## src/rtl/gcd_rr_arbiter.sv

```systemverilog
// Round-robin arbiter that time-shares one GCD core among NREQ requesters.
// Captures the winner's operands, launches the core, returns the result or a zero-operand/timeout error.
module gcd_rr_arbiter #(
  parameter int unsigned NREQ    = 4,
  parameter int unsigned W       = 4,
  parameter int unsigned TIMEOUT = 64
) (
  input  logic              clk,
  input  logic              clr,
  input  logic [NREQ-1:0]   req,
  input  logic [NREQ*W-1:0] x_in,
  input  logic [NREQ*W-1:0] y_in,
  output logic [NREQ-1:0]   grant,
  output logic [NREQ-1:0]   rsp_valid,
  output logic [W-1:0]      rsp_data,
  output logic              rsp_err,
  output logic              core_go,
  output logic [W-1:0]      core_x,
  output logic [W-1:0]      core_y,
  input  logic              core_done,
  input  logic [W-1:0]      core_result,
  output logic              busy
);

  localparam int unsigned IW = (NREQ > 1) ? $clog2(NREQ) : 1;
  localparam int unsigned CW = $clog2(TIMEOUT) + 1;

  typedef enum logic [1:0] {S_IDLE, S_LAUNCH, S_WAIT, S_RESP} state_t;

  state_t          state_q, state_d;
  logic [IW-1:0]   ptr_q, ptr_d, gidx_q, gidx_d;
  logic [CW-1:0]   cnt_q, cnt_d;
  logic [NREQ-1:0] grant_q, grant_d, rsp_valid_q, rsp_valid_d;
  logic [W-1:0]    rsp_data_q, rsp_data_d, core_x_q, core_x_d, core_y_q, core_y_d;
  logic            rsp_err_q, rsp_err_d, core_go_q, core_go_d, busy_q, busy_d;

  logic            found, to_resp;
  logic [IW-1:0]   win, cand;
  logic [W-1:0]    sel_x, sel_y;

  // Search starts just after the last granted index, wrapping modulo NREQ.
  always_comb begin
    found = 1'b0;
    win   = '0;
    cand  = '0;
    for (int unsigned i = 1; i <= NREQ; i++) begin
      cand = IW'((32'(ptr_q) + i) % NREQ);
      if (!found && req[cand]) begin
        found = 1'b1;
        win   = cand;
      end
    end
    sel_x = '0;
    sel_y = '0;
    for (int unsigned j = 0; j < NREQ; j++) begin
      if (IW'(j) == win) begin
        sel_x = x_in[j*W +: W];
        sel_y = y_in[j*W +: W];
      end
    end
  end

  always_comb begin
    state_d    = state_q;
    ptr_d      = ptr_q;
    gidx_d     = gidx_q;
    cnt_d      = cnt_q;
    grant_d    = grant_q;
    core_x_d   = core_x_q;
    core_y_d   = core_y_q;
    core_go_d  = 1'b0;
    rsp_data_d = '0;
    rsp_err_d  = 1'b0;
    to_resp    = 1'b0;
    unique case (state_q)
      S_IDLE: begin
        if (found) begin
          grant_d      = '0;
          grant_d[win] = 1'b1;
          gidx_d       = win;
          core_x_d     = sel_x;
          core_y_d     = sel_y;
          cnt_d        = '0;
          if (sel_x == '0 || sel_y == '0) begin
            rsp_err_d = 1'b1;
            to_resp   = 1'b1;
            state_d   = S_RESP;
          end else begin
            core_go_d = 1'b1;
            state_d   = S_LAUNCH;
          end
        end
      end
      S_LAUNCH: begin
        cnt_d   = cnt_q + 1'b1;
        state_d = S_WAIT;
      end
      S_WAIT: begin
        cnt_d = cnt_q + 1'b1;
        // core_done is tested first so it wins over a coincident timeout.
        if (core_done) begin
          rsp_data_d = core_result;
          to_resp    = 1'b1;
          state_d    = S_RESP;
        end else if (cnt_q == CW'(TIMEOUT - 1)) begin
          rsp_err_d = 1'b1;
          to_resp   = 1'b1;
          state_d   = S_RESP;
        end
      end
      S_RESP: begin
        ptr_d   = gidx_q;
        grant_d = '0;
        state_d = S_IDLE;
      end
      default: state_d = S_IDLE;
    endcase
    rsp_valid_d = to_resp ? grant_d : '0;
    busy_d      = (state_d != S_IDLE);
  end

  always_ff @(posedge clk or posedge clr) begin
    if (clr) begin
      state_q     <= S_IDLE;
      ptr_q       <= IW'(NREQ - 1);
      gidx_q      <= '0;
      cnt_q       <= '0;
      grant_q     <= '0;
      rsp_valid_q <= '0;
      rsp_data_q  <= '0;
      rsp_err_q   <= 1'b0;
      core_go_q   <= 1'b0;
      core_x_q    <= '0;
      core_y_q    <= '0;
      busy_q      <= 1'b0;
    end else begin
      state_q     <= state_d;
      ptr_q       <= ptr_d;
      gidx_q      <= gidx_d;
      cnt_q       <= cnt_d;
      grant_q     <= grant_d;
      rsp_valid_q <= rsp_valid_d;
      rsp_data_q  <= rsp_data_d;
      rsp_err_q   <= rsp_err_d;
      core_go_q   <= core_go_d;
      core_x_q    <= core_x_d;
      core_y_q    <= core_y_d;
      busy_q      <= busy_d;
    end
  end

  assign grant     = grant_q;
  assign rsp_valid = rsp_valid_q;
  assign rsp_data  = rsp_data_q;
  assign rsp_err   = rsp_err_q;
  assign core_go   = core_go_q;
  assign core_x    = core_x_q;
  assign core_y    = core_y_q;
  assign busy      = busy_q;

endmodule

```

## config.mk

```make
export PLATFORM = sky130hd
export DESIGN_NAME = gcd_rr_arbiter
export DESIGN_NICKNAME = d
export VERILOG_FILES = /design/src/rtl/gcd_rr_arbiter.sv
export SDC_FILE = /design/constraint.sdc
export NUM_CORES = 1
export LEC_CHECK = 0
export CAP_MARGIN = 20
export CORE_ASPECT_RATIO = 1.75
export CORE_MARGIN = 3
export CORE_UTILIZATION = 46
export DETAILED_ROUTE_END_ITERATION = 12
export PLACE_DENSITY = 0.81
export SYNTH_ARGS = -nofsm -noshare
export SYNTH_HDL_FRONTEND = slang
export SYNTH_SLANG_ARGS = --single-unit
```

## constraint.sdc

```tcl
create_clock -name clk -period 2.8 [get_ports clk]
set_input_delay 0.56 -clock clk [delete_from_list [all_inputs] [get_ports clk]]
set_output_delay 0.56 -clock clk [all_outputs]
set_load 0.02 [all_outputs]
```

==> flow_summary.yaml <==
status:
  outcome: "finished, final reports clean"
setup_path:
  crit_fanout: 21
  r2r_cells: 8
  required_ns: 3.01
  crit_type: "input pin to flip-flop"
  start_kind: "input pin"
  endpoint_kind: "flip-flop"
  critPathArrivalTime_ns: 2.75
routing:
  routed_wl_mm: 4.54
  postRouteAntennaNets: 0
  first_pass_iters: 4
  first_iter_violations: 39
  viasPerCell: 5.36
  dr_total_vias: 1538
  wl_per_cell_um: 15.8
  drc_errors: 0
sta:
  worst_slew_pin_slew_ns: 0.516
  finalCritPeriodShare: 0.905
  finalCriticalPeriod_ns: 2.53
  final_max_slew_viol_count: 0
  hold_viol: 0
  fin_hold_ws_ns: 0.505
  slew_headroom: 0.654
  setup_viol: 0
  grt_setup_unrepaired: "no"
  clock_skew_ns: 0.00327
  fmax_mhz: 395
  fin_setup_tns_ns: 0
job:
  cap_viol_max_count: 0
hold_path:
  worstHoldPathCells: 1
  hold_class: "flip-flop to flip-flop"
power:
  clkPwrFrac: 0.150
  p_leak_nw: 1.23
  p_sw_frac: 0.377
  power_frac_seq: 0.318
  power_switching_w: 0.00101
  vdd_ir_drop_max_uv: 970
  p_int_w: 0.00167
  power.density_mw_per_mm2: 966
  combPwrFrac: 0.532
layout:
  nNetsFinal: 286
  final_common_cell: "clkdlybuf4s50_1"
  synthToLayoutAreaGrowth_pct: 40.8
  diodes: 0
  drive_gt1_frac: 0.167
  layout_common_cells: "clkdlybuf4s50_1 (65), dfrtp_1 (34), mux2i_1 (28)"
clock_tree:
  clock-sinks: 36
  clockRootBuffer: "clkbuf_8"
  clk_transition_reported_paths_ns: 0.07
  cts_made_buffers: 5
  tritoncts: "built"
  cts_setup_buffers: 0
  worst_skew_pair.late_latency_ns: 0.28
  htree_levels: 2
  cts_max_path_buffers: 2
  cts.repair.resized: 0
  cts-hold-fix-buffers: 0
place:
  port_buffers: 65
  dp_hpwl_mm: 3.55
  globalplace.congestion: 0.720
floorplanning:
  ios: 66
  die_h_um: 92.5
  die-area_mm2: 0.00513
  die_w_um: 55.4
  start_util: 0.490
  core_area_mm2: 0.00402
  row_count: 30
logic_synthesis:
  netlist_instances: 166
  synth_fp_nets: 214
  ys_ff_latch: 36
  ys_types: 39
  yosys_warnings: 0
  syn-cell-area_mm2: 0.00197
  ys_seq_area_frac: 0.459
  avgSynthCellArea_um2: 11.9
global_route:
  grt_pass1_vias: 1598
  grt_max_degree: 37
  globalRouteOverflowTotal: 0
  antenna_found_initial: 0
  grtUsageTotal: 0.191
  grt_first_pass_wirelength_mm: 7.80
[through the flow]
step                      instance area [um^2]   util  setup WS, ns  total power [W]  std cells
final                                     2770  0.690         0.267          0.00268        287
after global routing                      2770  0.690        0.0258          0.00287        287
after CTS                                 2770  0.690         0.235          0.00271        287
after detailed placement                  2670  0.665       -0.0552          0.00230        279
after global placement                    2670  0.665        0.0162          0.00227        279
after floorplan                           1970      -         0.712          0.00185        166
[cells in the mapped netlist, drive strengths merged]
cell     n  share of area
dfrtp   34           0.43
mux2i   28           0.14
nand2   16          0.031
mux2    12          0.069
a22o     8          0.038
o21ai    7          0.018
and3     6          0.019
nand2b   6          0.019
nor2     6          0.011
buf      5          0.027
ha       5          0.032
a21boi   4          0.015
inv      4         0.0076
nor4     3          0.019
a21oi    2         0.0070
a31oi    2         0.0095
a32o     2          0.011
dfstp    2          0.027
nand3    2         0.0051
o21bai   2         0.0095
a21o     1         0.0045
and2b    1         0.0038
clkbuf   1         0.0070
nand3b   1         0.0038
nor3     1         0.0025
o21a     1         0.0038
o221ai   1          0.013
o22a     1         0.0045
o41ai    1         0.0045
or2b     1         0.0045
[sequential cells by signal, indices dropped and copies added (netlist names)]
name       count
cnt_q          7
core_x         4
core_y         4
grant          4
rsp_data       4
rsp_valid      4
gidx_q         2
ptr_q          2
state_q        2
busy           1
core_go        1
rsp_err        1
[power groups by stage]
stage	Sequential [W]	Combinational (W)	Clock, W
after floorplan	0.000981	0.000873	0
after global placement	0.000857	0.00141	0
after detailed placement	0.000864	0.00144	0
after CTS	0.000854	0.00145	0.000409
after global routing	0.000883	0.00156	0.000433
final	0.000851	0.00142	0.000401
[kinds of logic (layout without fill, tap and decap cells)]
logic type | after synthesis | in the layout | synth area share
buf+inv | 10 | 83 | 0.0413
fa+ha+maj | 5 | 5 | 0.0318
compound gates | 32 | 32 | 0.138
simple gates | 43 | 43 | 0.119
flops | 36 | 36 | 0.459
mux | 40 | 40 | 0.211
[final timing paths]
check / from / endpoint / slack (ns)
max in group asynchronous: clr / ptr_q[1] / 1.78
max: req[3] / rsp_valid[3] / 0.27
min reg2reg: core_x[1] / core_x[1] / 0.51
min: core_x[1] / core_x[1] / 0.51
min in group asynchronous: clr / rsp_data[1] / 0.69
max reg2reg: ptr_q[1] / rsp_valid[3] / 0.55
[area by class of cell]
| cell class | instances | area, um^2 |
|---|---|---|
| Sequential cell | 36 | 903 |
| Timing Repair Buffer | 71 | 708 |
| Inverter | 4 | 15.0 |
| Tap cell | 48 | 60.1 |
| Multi-Input combinational cell | 120 | 983 |
| Fill cell | 309 | 1250 |
| Clock buffer | 8 | 100 |
[layer usage]
metal  routed length, um  vias to the layer above  global-route usage
li1                    -                      749                   -
met1                1780                      726               0.231
met2                2430                       54               0.331
met3                 227                        9              0.0377
met4                 107                        0              0.0751
met5                   0                        -                   0
[worst max-delay path, cell delays in order]
cell and delay (ns):
clkdlybuf4s50_1 0.57, nand3b_1 0.12, a31oi_2 0.23, buf_12 0.21
mux2i_1 0.22, mux2i_1 0.13, nor4_2 0.40, o21bai_2 0.16
a21boi_1 0.14
(Power assumes the default switching activity.)
